===== config.mk =====
export PLATFORM = sky130hd
export DESIGN_NAME = opcode_reader
export DESIGN_NICKNAME = d
export VERILOG_FILES = /design/src/rtl/opcode_reader.sv
export SDC_FILE = /design/constraint.sdc
export NUM_CORES = 1
export LEC_CHECK = 0
export CAP_MARGIN = 30
export CORE_ASPECT_RATIO = 1.5
export CORE_UTILIZATION = 46
export DETAILED_ROUTE_END_ITERATION = 10
export PLACE_DENSITY = 0.76
export SETUP_SLACK_MARGIN = 0.2
export SKIP_LAST_GASP = 1
export SLEW_MARGIN = 40
export SYNTH_ARGS = -nofsm -noshare
export SYNTH_HDL_FRONTEND = slang
export SYNTH_SLANG_ARGS = --single-unit

===== constraint.sdc =====
create_clock -name clk -period 2.3 [get_ports clk]
set_input_delay 0.575 -clock clk [delete_from_list [all_inputs] [get_ports clk]]
set_output_delay 0.575 -clock clk [all_outputs]
set_load 0.1 [all_outputs]

===== src/rtl/opcode_reader.sv =====
`default_nettype none
// ============================================================================
// Module      : opcode_reader
// Description : CHIP-8 opcode fetch stage. Samples the program counter,
//               issues two byte reads to the synchronous RAM, and presents
//               the big-endian opcode {byte[pc], byte[pc+1]} to decode over
//               a valid/ready handshake. A one-cycle pc_advance pulse marks
//               each accepted opcode. flush abandons any fetch in progress.
// Revision    : 1.0 - initial release
// ----------------------------------------------------------------------------
// Ports
//   clk             in   core clock, rising edge
//   rst             in   asynchronous reset, active low
//   program_counter in   16-bit PC; only [ADDR_W-1:0] is used
//   flush           in   discard the in-flight fetch and return to IDLE
//   mem_rd_en       out  RAM read strobe
//   mem_addr        out  RAM byte address (0 while mem_rd_en is low)
//   mem_rdata       in   RAM data, valid the cycle after mem_rd_en
//   opcode          out  assembled opcode
//   opcode_valid    out  opcode held for decode
//   opcode_ready    in   decode accepts the opcode
//   pc_advance      out  one-cycle pulse on acceptance
//   align_fault     out  odd-PC fault indication
// Configuration
//   OPCODE_ALIGN_CHECK_EN : when defined, an odd PC parks the block in a
//                           FAULT state (align_fault=1) until flush/reset.
//                           When undefined, odd PCs are fetched normally and
//                           align_fault is tied low.
// ============================================================================
module opcode_reader #(
  parameter int ADDR_W = 12
) (
  input  logic              clk,
  input  logic              rst,
  input  logic [15:0]       program_counter,
  input  logic              flush,
  output logic              mem_rd_en,
  output logic [ADDR_W-1:0] mem_addr,
  input  logic [7:0]        mem_rdata,
  output logic [15:0]       opcode,
  output logic              opcode_valid,
  input  logic              opcode_ready,
  output logic              pc_advance,
  output logic              align_fault
);

`ifdef OPCODE_ALIGN_CHECK_EN
  typedef enum logic [2:0] {
    S_IDLE    = 3'd0,
    S_REQ_HI  = 3'd1,
    S_REQ_LO  = 3'd2,
    S_CAPT_LO = 3'd3,
    S_VALID   = 3'd4,
    S_FAULT   = 3'd5
  } state_t;
`else
  typedef enum logic [2:0] {
    S_IDLE    = 3'd0,
    S_REQ_HI  = 3'd1,
    S_REQ_LO  = 3'd2,
    S_CAPT_LO = 3'd3,
    S_VALID   = 3'd4
  } state_t;
`endif

  localparam logic [ADDR_W-1:0] C_ONE = ADDR_W'(1);

  state_t            r_state;
  state_t            w_next_state;
  logic [ADDR_W-1:0] r_pc_q;
  logic [7:0]        r_hi;
  logic [15:0]       r_opcode;
  logic [ADDR_W-1:0] w_pc_plus1;
  logic              w_unused_pc_hi;

  // Upper PC bits lie outside the RAM address space and are deliberately dropped.
  assign w_unused_pc_hi = ^program_counter[15:ADDR_W];

  // Natural wrap of the ADDR_W-bit add gives 0xFFF+1 -> 0x000.
  assign w_pc_plus1 = r_pc_q + C_ONE;

  // opcode is a dedicated register loaded only when the low byte lands, so
  // decode never sees a half-updated value while the next fetch is running.
  assign opcode = r_opcode;

  // --------------------------------------------------------------------------
  // Next-state and output decode
  // --------------------------------------------------------------------------
  always_comb begin
    w_next_state = r_state;
    mem_rd_en    = 1'b0;
    mem_addr     = '0;
    opcode_valid = 1'b0;
    pc_advance   = 1'b0;
    align_fault  = 1'b0;

    case (r_state)
      S_IDLE: begin
        if (!flush) begin
`ifdef OPCODE_ALIGN_CHECK_EN
          if (program_counter[0]) w_next_state = S_FAULT;
          else                    w_next_state = S_REQ_HI;
`else
          w_next_state = S_REQ_HI;
`endif
        end
      end
      S_REQ_HI: begin
        mem_rd_en    = 1'b1;
        mem_addr     = r_pc_q;
        w_next_state = S_REQ_LO;
      end
      S_REQ_LO: begin
        mem_rd_en    = 1'b1;
        mem_addr     = w_pc_plus1;
        w_next_state = S_CAPT_LO;
      end
      S_CAPT_LO: begin
        w_next_state = S_VALID;
      end
      S_VALID: begin
        opcode_valid = 1'b1;
        // flush outranks acceptance: a branch kills the opcode unadvanced.
        if (opcode_ready && !flush) begin
          pc_advance   = 1'b1;
          w_next_state = S_IDLE;
        end
      end
`ifdef OPCODE_ALIGN_CHECK_EN
      S_FAULT: begin
        align_fault = 1'b1;
      end
`endif
      default: begin
        w_next_state = S_IDLE;
      end
    endcase

    if (flush) w_next_state = S_IDLE;
  end

  // --------------------------------------------------------------------------
  // State and datapath registers
  // --------------------------------------------------------------------------
  always_ff @(posedge clk or negedge rst) begin
    if (!rst) begin
      r_state  <= S_IDLE;
      r_pc_q   <= '0;
      r_hi     <= '0;
      r_opcode <= '0;
    end else begin
      r_state <= w_next_state;
      if (r_state == S_IDLE && !flush) begin
        r_pc_q <= program_counter[ADDR_W-1:0];
      end
      // Read data arriving under flush belongs to an abandoned fetch.
      if (r_state == S_REQ_LO && !flush) begin
        r_hi <= mem_rdata;
      end
      if (r_state == S_CAPT_LO && !flush) begin
        r_opcode <= {r_hi, mem_rdata};
      end
    end
  end

endmodule
`default_nettype wire


== After elaboration in Yosys (flattened, before gate mapping) ==
Cells that the tools add are included.
Widths: inputs -> output; s select.

* Output and inout port bits: 32
* Word-level logic and storage cells: 25
* Bits in registers: 39
* Bits of input ports: 28

* Multiplexer cells: 8
* Reductions and logical operators: 7
* Equal/unequal tests: 5
* Add/sub/neg operators: 1

{| class="wikitable"
|+ Operator list
! kind !! number
|-
| $pmux 12 s2 || 1
|-
| $pmux 3 s5 || 1
|-
| $add 12x1->12 const B || 1
|-
| $eq 3x2->1 const B || 2
|-
| $mux 3 || 2
|-
| $logic_and 1x1->1 || 4
|-
| $mux 1 || 4
|-
| $eq 3x1->1 const B || 1
|-
| $eq 3x3->1 const B || 1
|-
| $logic_not 3->1 || 1
|-
| $ne 3x3->1 const B || 1
|-
| $reduce_or 2->1 || 1
|-
| $logic_not 1->1 || 1
|}

== Longest topological paths before layout ==
* Depth in word-level cells: 5
* Gate-level depth with buffers: 7
* Mapped depth without buffers: 5

== Worst setup path before layout ==
OpenSTA, ideal clock, no wires.

* Path type: register to output
* From: reg r_state[0]
* To: out mem_addr[4]
* Path buffers: 2
* Required time: 1.725 ns
* Data arrival time: 3.375 ns
* Stages on the path, launching flop included: 5
* Path slack: -1.650 ns
* Cell sequence: dfrtp_1 -> buf_6 -> or3b_4 -> clkbuf_1 -> o31ai_1

* Word-level cells in the longest chain between the ends: 2
* Elaborated cells on any way between the ends: 3
* Those cells by class: eq/ne (2); mux (1)

{| class="wikitable"
|+ RTL lines
! item !! line !! RTL
|-
| from (decl) || 68 || <nowiki>state_t r_state;</nowiki>
|-
| from (signal assigned) || 152 || <nowiki>r_state <= w_next_state;</nowiki>
|-
| $eq 3x2->1 / $eq 3x1->1 (equally long branches) || 97 || <nowiki>case (r_state)</nowiki>
|-
| $pmux 12 s2 (*) || 97 ||
|-
| to (decl) || 38 || <nowiki>output logic [ADDR_W-1:0] mem_addr,</nowiki>
|}

Every way passes the cells marked *; elsewhere a longest branch is shown, timed or not.

== Worst setup path after layout ==
* From: reg r_pc_q[8]
* To: out mem_addr[11]

* Word-level cells in the longest chain between the ends: 2

{| class="wikitable"
|+ RTL lines
! item !! line !! RTL
|-
| from (decl) || 70 || <nowiki>logic [ADDR_W-1:0] r_pc_q;</nowiki>
|-
| from (signal assigned) || 154 || <nowiki>r_pc_q <= program_counter[ADDR_W-1:0];</nowiki>
|-
| $add 12x1->12 || 80 || <nowiki>assign w_pc_plus1 = r_pc_q + C_ONE;</nowiki>
|-
| $pmux 12 s2 || 97 ||
|}

Every way passes these cells.

==> impl_metrics.prom <==
# TYPE chip_impl_metric gauge
chip_impl_metric{name="net_switching_power_of_the_design",unit="mW"} 2.14
chip_impl_info{name="layout_common_cells",value="sky130_fd_sc_hd__mux2_2 (35), sky130_fd_sc_hd__dfrtp_1 (35), sky130_fd_sc_hd__buf_4 (34)"} 1
chip_impl_metric{name="timing.reg2reg.setup_slack",unit="ns"} 0.65
chip_impl_metric{name="postSynthRegisterBits",unit=""} 39
chip_impl_metric{name="drtAntennaViolNets",unit=""} 0
chip_impl_metric{name="fill_count",unit=""} 207
chip_impl_metric{name="core_area",unit="µm²"} 3750
chip_impl_metric{name="total_cts_buffers",unit=""} 5
chip_impl_metric{name="final.hold.worst_slack",unit="ns"} 0.230
chip_impl_metric{name="fp.dieArea",unit="µm²"} 4300
chip_impl_metric{name="number_of_global_route_vias_before_repair",unit=""} 1588
chip_impl_metric{name="mappedNetlistArea",unit="µm²"} 1860
chip_impl_metric{name="p_int",unit="mW"} 1.94
chip_impl_metric{name="final-instance-count-excl-fill",unit=""} 277
chip_impl_metric{name="tns",unit="ns"} -0.772
chip_impl_metric{name="clkSlewWorstSetupHoldPaths",unit="ns"} 0.08
chip_impl_metric{name="synthDominantCellAreaShare",unit="%"} 52.6
chip_impl_info{name="cp_cell_sequence",value="and4_4 -> nand3_1 -> or4_4 -> nand3_4 -> buf_12"} 1
chip_impl_metric{name="drcViolationCount",unit=""} 0
chip_impl_metric{name="grt_overflow",unit=""} 0
chip_impl_metric{name="numPlacedInstances",unit=""} 257
chip_impl_metric{name="detail_routed_via_count_per_cell",unit=""} 5.58
chip_impl_metric{name="grt_max_degree",unit=""} 40
chip_impl_metric{name="grt_first_pass_wirelength",unit="µm"} 7180
chip_impl_info{name="worst_setup_start_kind",value="flip-flop"} 1
chip_impl_metric{name="final-hold-violation-count",unit=""} 0
chip_impl_info{name="min_path_type",value="input pin to asynchronous set/reset pin"} 1
chip_impl_metric{name="crit_path_max_fanout",unit=""} 5
chip_impl_metric{name="initial_antenna_violation_count",unit=""} 0
chip_impl_metric{name="synthesis.area_per_instance",unit="µm²"} 12.0
chip_impl_metric{name="area.growth.synth_to_final",unit="%"} 68.6
chip_impl_metric{name="detailedPlace.worstSlack",unit="ns"} 0.0530
chip_impl_metric{name="placement_cell_area",unit="µm²"} 2780
chip_impl_metric{name="global_route.usage.total",unit="%"} 23.3
chip_impl_metric{name="final_net_count",unit=""} 262
chip_impl_metric{name="share_seq_of_total_power",unit="%"} 27.5
chip_impl_metric{name="portBuffers",unit=""} 54
chip_impl_metric{name="crit_arrival",unit="ns"} 1.89
chip_impl_info{name="slowest_stage",value="sky130_fd_sc_hd__or4_4"} 1
chip_impl_metric{name="finalClockSkew",unit="ns"} 0.00613
chip_impl_metric{name="syn_inst",unit=""} 155
chip_impl_metric{name="mappedNetlistNets",unit=""} 184
chip_impl_metric{name="vdd_drop_max",unit="mV"} 1.27
chip_impl_metric{name="final_cell_area",unit="µm²"} 3130
chip_impl_metric{name="postLayoutSetupSlackWorst",unit="ns"} -0.170
chip_impl_metric{name="pin_count",unit=""} 60
chip_impl_metric{name="final-setup-viol-count",unit=""} 10
chip_impl_metric{name="num_rows",unit=""} 27
chip_impl_metric{name="yosys_warnings",unit=""} 0
chip_impl_metric{name="drt_iter0_drc",unit=""} 18
chip_impl_metric{name="yosys.cell_types.count",unit=""} 35
chip_impl_metric{name="dpl.hpwl",unit="µm"} 3160
chip_impl_metric{name="clock_path_buffers",unit=""} 2
chip_impl_metric{name="tritoncts_num_sinks",unit=""} 39
chip_impl_metric{name="gp_congestion",unit=""} 0.826
chip_impl_metric{name="maxCapViolations",unit=""} 0
chip_impl_info{name="setup.worst_path.class",value="flip-flop to primary output"} 1
chip_impl_metric{name="clock.fmax",unit="MHz"} 405
chip_impl_info{name="endpoint_kind",value="primary output"} 1
chip_impl_metric{name="leak",unit="nW"} 1.31
chip_impl_metric{name="chipHeight",unit="µm"} 79.8
chip_impl_info{name="netlist_top_cells_area",value="sky130_fd_sc_hd__dfrtp_1 (53%), sky130_fd_sc_hd__mux2_2 (21%), sky130_fd_sc_hd__o21ai_0 (3.8%), sky130_fd_sc_hd__nand2_1 (2.0%), sky130_fd_sc_hd__o31ai_1 (1.6%)"} 1
chip_impl_metric{name="diodes",unit=""} 0
chip_impl_metric{name="crit_path_max_incr_delay",unit="ns"} 0.46
chip_impl_metric{name="comb_power_share",unit="%"} 61.7
chip_impl_metric{name="fin_crit",unit="ns"} 2.47
chip_impl_metric{name="final.period_utilization",unit="%"} 107
chip_impl_metric{name="dieWidth",unit="µm"} 53.9
chip_impl_metric{name="wirelength",unit="µm"} 4650
chip_impl_metric{name="power.share.switching",unit="%"} 52.4
chip_impl_info{name="run_status",value="finished with violations"} 1
chip_impl_info{name="failing_checks",value="setup timing"} 1
chip_impl_metric{name="vias",unit=""} 1547
chip_impl_metric{name="clock_power_share",unit="%"} 10.8
chip_impl_info{name="ctsRootBufferMaster",value="sky130_fd_sc_hd__clkbuf_8"} 1
chip_impl_metric{name="power-per-cell-area",unit="nW/µm²"} 1300
chip_impl_metric{name="slew_viol_final",unit=""} 0
chip_impl_metric{name="synth_sequential_area_ratio",unit="%"} 52.6
chip_impl_info{name="unrepaired_setup_endpoints_after_global_routing",value="true"} 1
chip_impl_metric{name="cts_max_level",unit=""} 2
chip_impl_metric{name="initial_core_util",unit="%"} 49.5
chip_impl_metric{name="drive_above_1_share",unit="%"} 61.1
chip_impl_info{name="critPathTopFamily",value="simple AND/OR/NAND/NOR gates"} 1
chip_impl_info{name="synth.largest_area_cell",value="sky130_fd_sc_hd__dfrtp_1"} 1
chip_impl_metric{name="critical_path.n_buffers_inverters",unit=""} 1
chip_impl_metric{name="cp.required",unit="ns"} 1.73
chip_impl_metric{name="drt-wirelength-per-cell",unit="µm"} 16.8
chip_impl_metric{name="drt-pass1-iter-count",unit=""} 4
chip_impl_metric{name="later_pin_clock_latency_in_the_skew_report",unit="ns"} 0.29
chip_impl_info{name="tritoncts",value="built"} 1
[flip-flops by register name, indices dropped and copies added (netlist names)]
| signal | cells |
|---|---|
| r_hi | 8 |
| r_state | 3 |
| opcode | 16 |
| r_pc_q | 12 |
[final timing paths]
path / start / end / cells after the start
max reg2reg: r_state[0] / r_pc_q[5] / 5
max in group asynchronous: rst / r_pc_q[2] / 1
min reg2reg: opcode[3] / opcode[3] / 1
min in group clk: opcode[3] / opcode[3] / 1
min: rst / opcode[0] / 1
max: r_pc_q[8] / mem_addr[11] / 5
[worst reg2reg max path, stage by stage, from the launching register on]
cell,delay (ns)
sky130_fd_sc_hd__dfrtp_1,0.40
sky130_fd_sc_hd__buf_6,0.14
sky130_fd_sc_hd__buf_6,0.13
sky130_fd_sc_hd__nor4_2,0.25
sky130_fd_sc_hd__buf_4,0.24
sky130_fd_sc_hd__mux2_2,0.37
[cell type report]
| cell class | count | area [µm²] | share of cell area (%) |
|---|---|---|---|
| Sequential cell | 39 | 981 | 31.3 |
| Multi-Input combinational cell | 103 | 1080 | 34.5 |
| Clock inverter | 3 | 20.0 | 0.639 |
| Inverter | 2 | 7.51 | 0.240 |
| Timing Repair Buffer | 82 | 920 | 29.4 |
| Clock buffer | 5 | 68.8 | 2.20 |
| Tap cell | 43 | 53.8 | 1.72 |
[cell usage after synthesis (all sizes together)]
cell type / count
or3b: 1
ha: 1
nand3: 5
and4: 2
o31ai: 4
and2: 2
and3: 2
o211ai: 1
nor3: 2
conb: 1
a22o: 1
inv: 2
or4: 1
nand2b: 1
dfrtp: 39
mux2: 36
clkbuf: 3
a31oi: 2
nand2: 10
buf: 8
nand4: 2
xor2: 1
xnor2: 1
nor2: 5
nor3b: 3
a21o: 1
nor4: 1
o21ai: 14
a21oi: 2
a41oi: 1
[stage by stage]
step	power (mW)	utilization (%)
3_5_place_dp	3.49	74.0
3_3_place_gp	3.43	74.0
2_1_floorplan	2.85	-
5_1_grt	4.24	83.5
6_report	4.08	83.5
4_1_cts	4.06	81.5
[per-layer routing]
metal | global-route usage, % | vias to the layer above | wire length (µm)
li1 | - | 711 | -
met1 | 23.9 | 767 | 1740
met2 | 42.3 | 58 | 2640
met3 | 5.52 | 11 | 173
met4 | 10.0 | 0 | 93
met5 | 0 | - | 0
[timing repair]
item	CTS	global route
hold buffers	0	0
resized for setup	34	11
endpoints found under the setup margin	14	15
cloned	1	0
setup buffers	8	3
pin swaps	7	1
[cells by family (layout without fill, tap and decap cells)]
kind of cell	after synthesis	count (layout)	synth area share, %
flops	39	39	52.6
simple gates	37	37	11.5
mux	36	36	21.8
compound gates	26	26	8.36
buf+inv	13	92	3.91
xor+xnor	2	2	0.944
fa+ha+maj	1	1	0.674
other cells	1	1	0.202
[power groups by stage]
stage | Clock (mW) | Combinational [mW] | Sequential [mW]
detailed placement | 0 | 2.36 | 1.13
global placement | 0 | 2.33 | 1.10
CTS | 0.456 | 2.48 | 1.12
global route | 0.482 | 2.60 | 1.15
floorplan | 0 | 0.812 | 2.04
finish | 0.439 | 2.52 | 1.12
(Power assumes the default switching activity.)
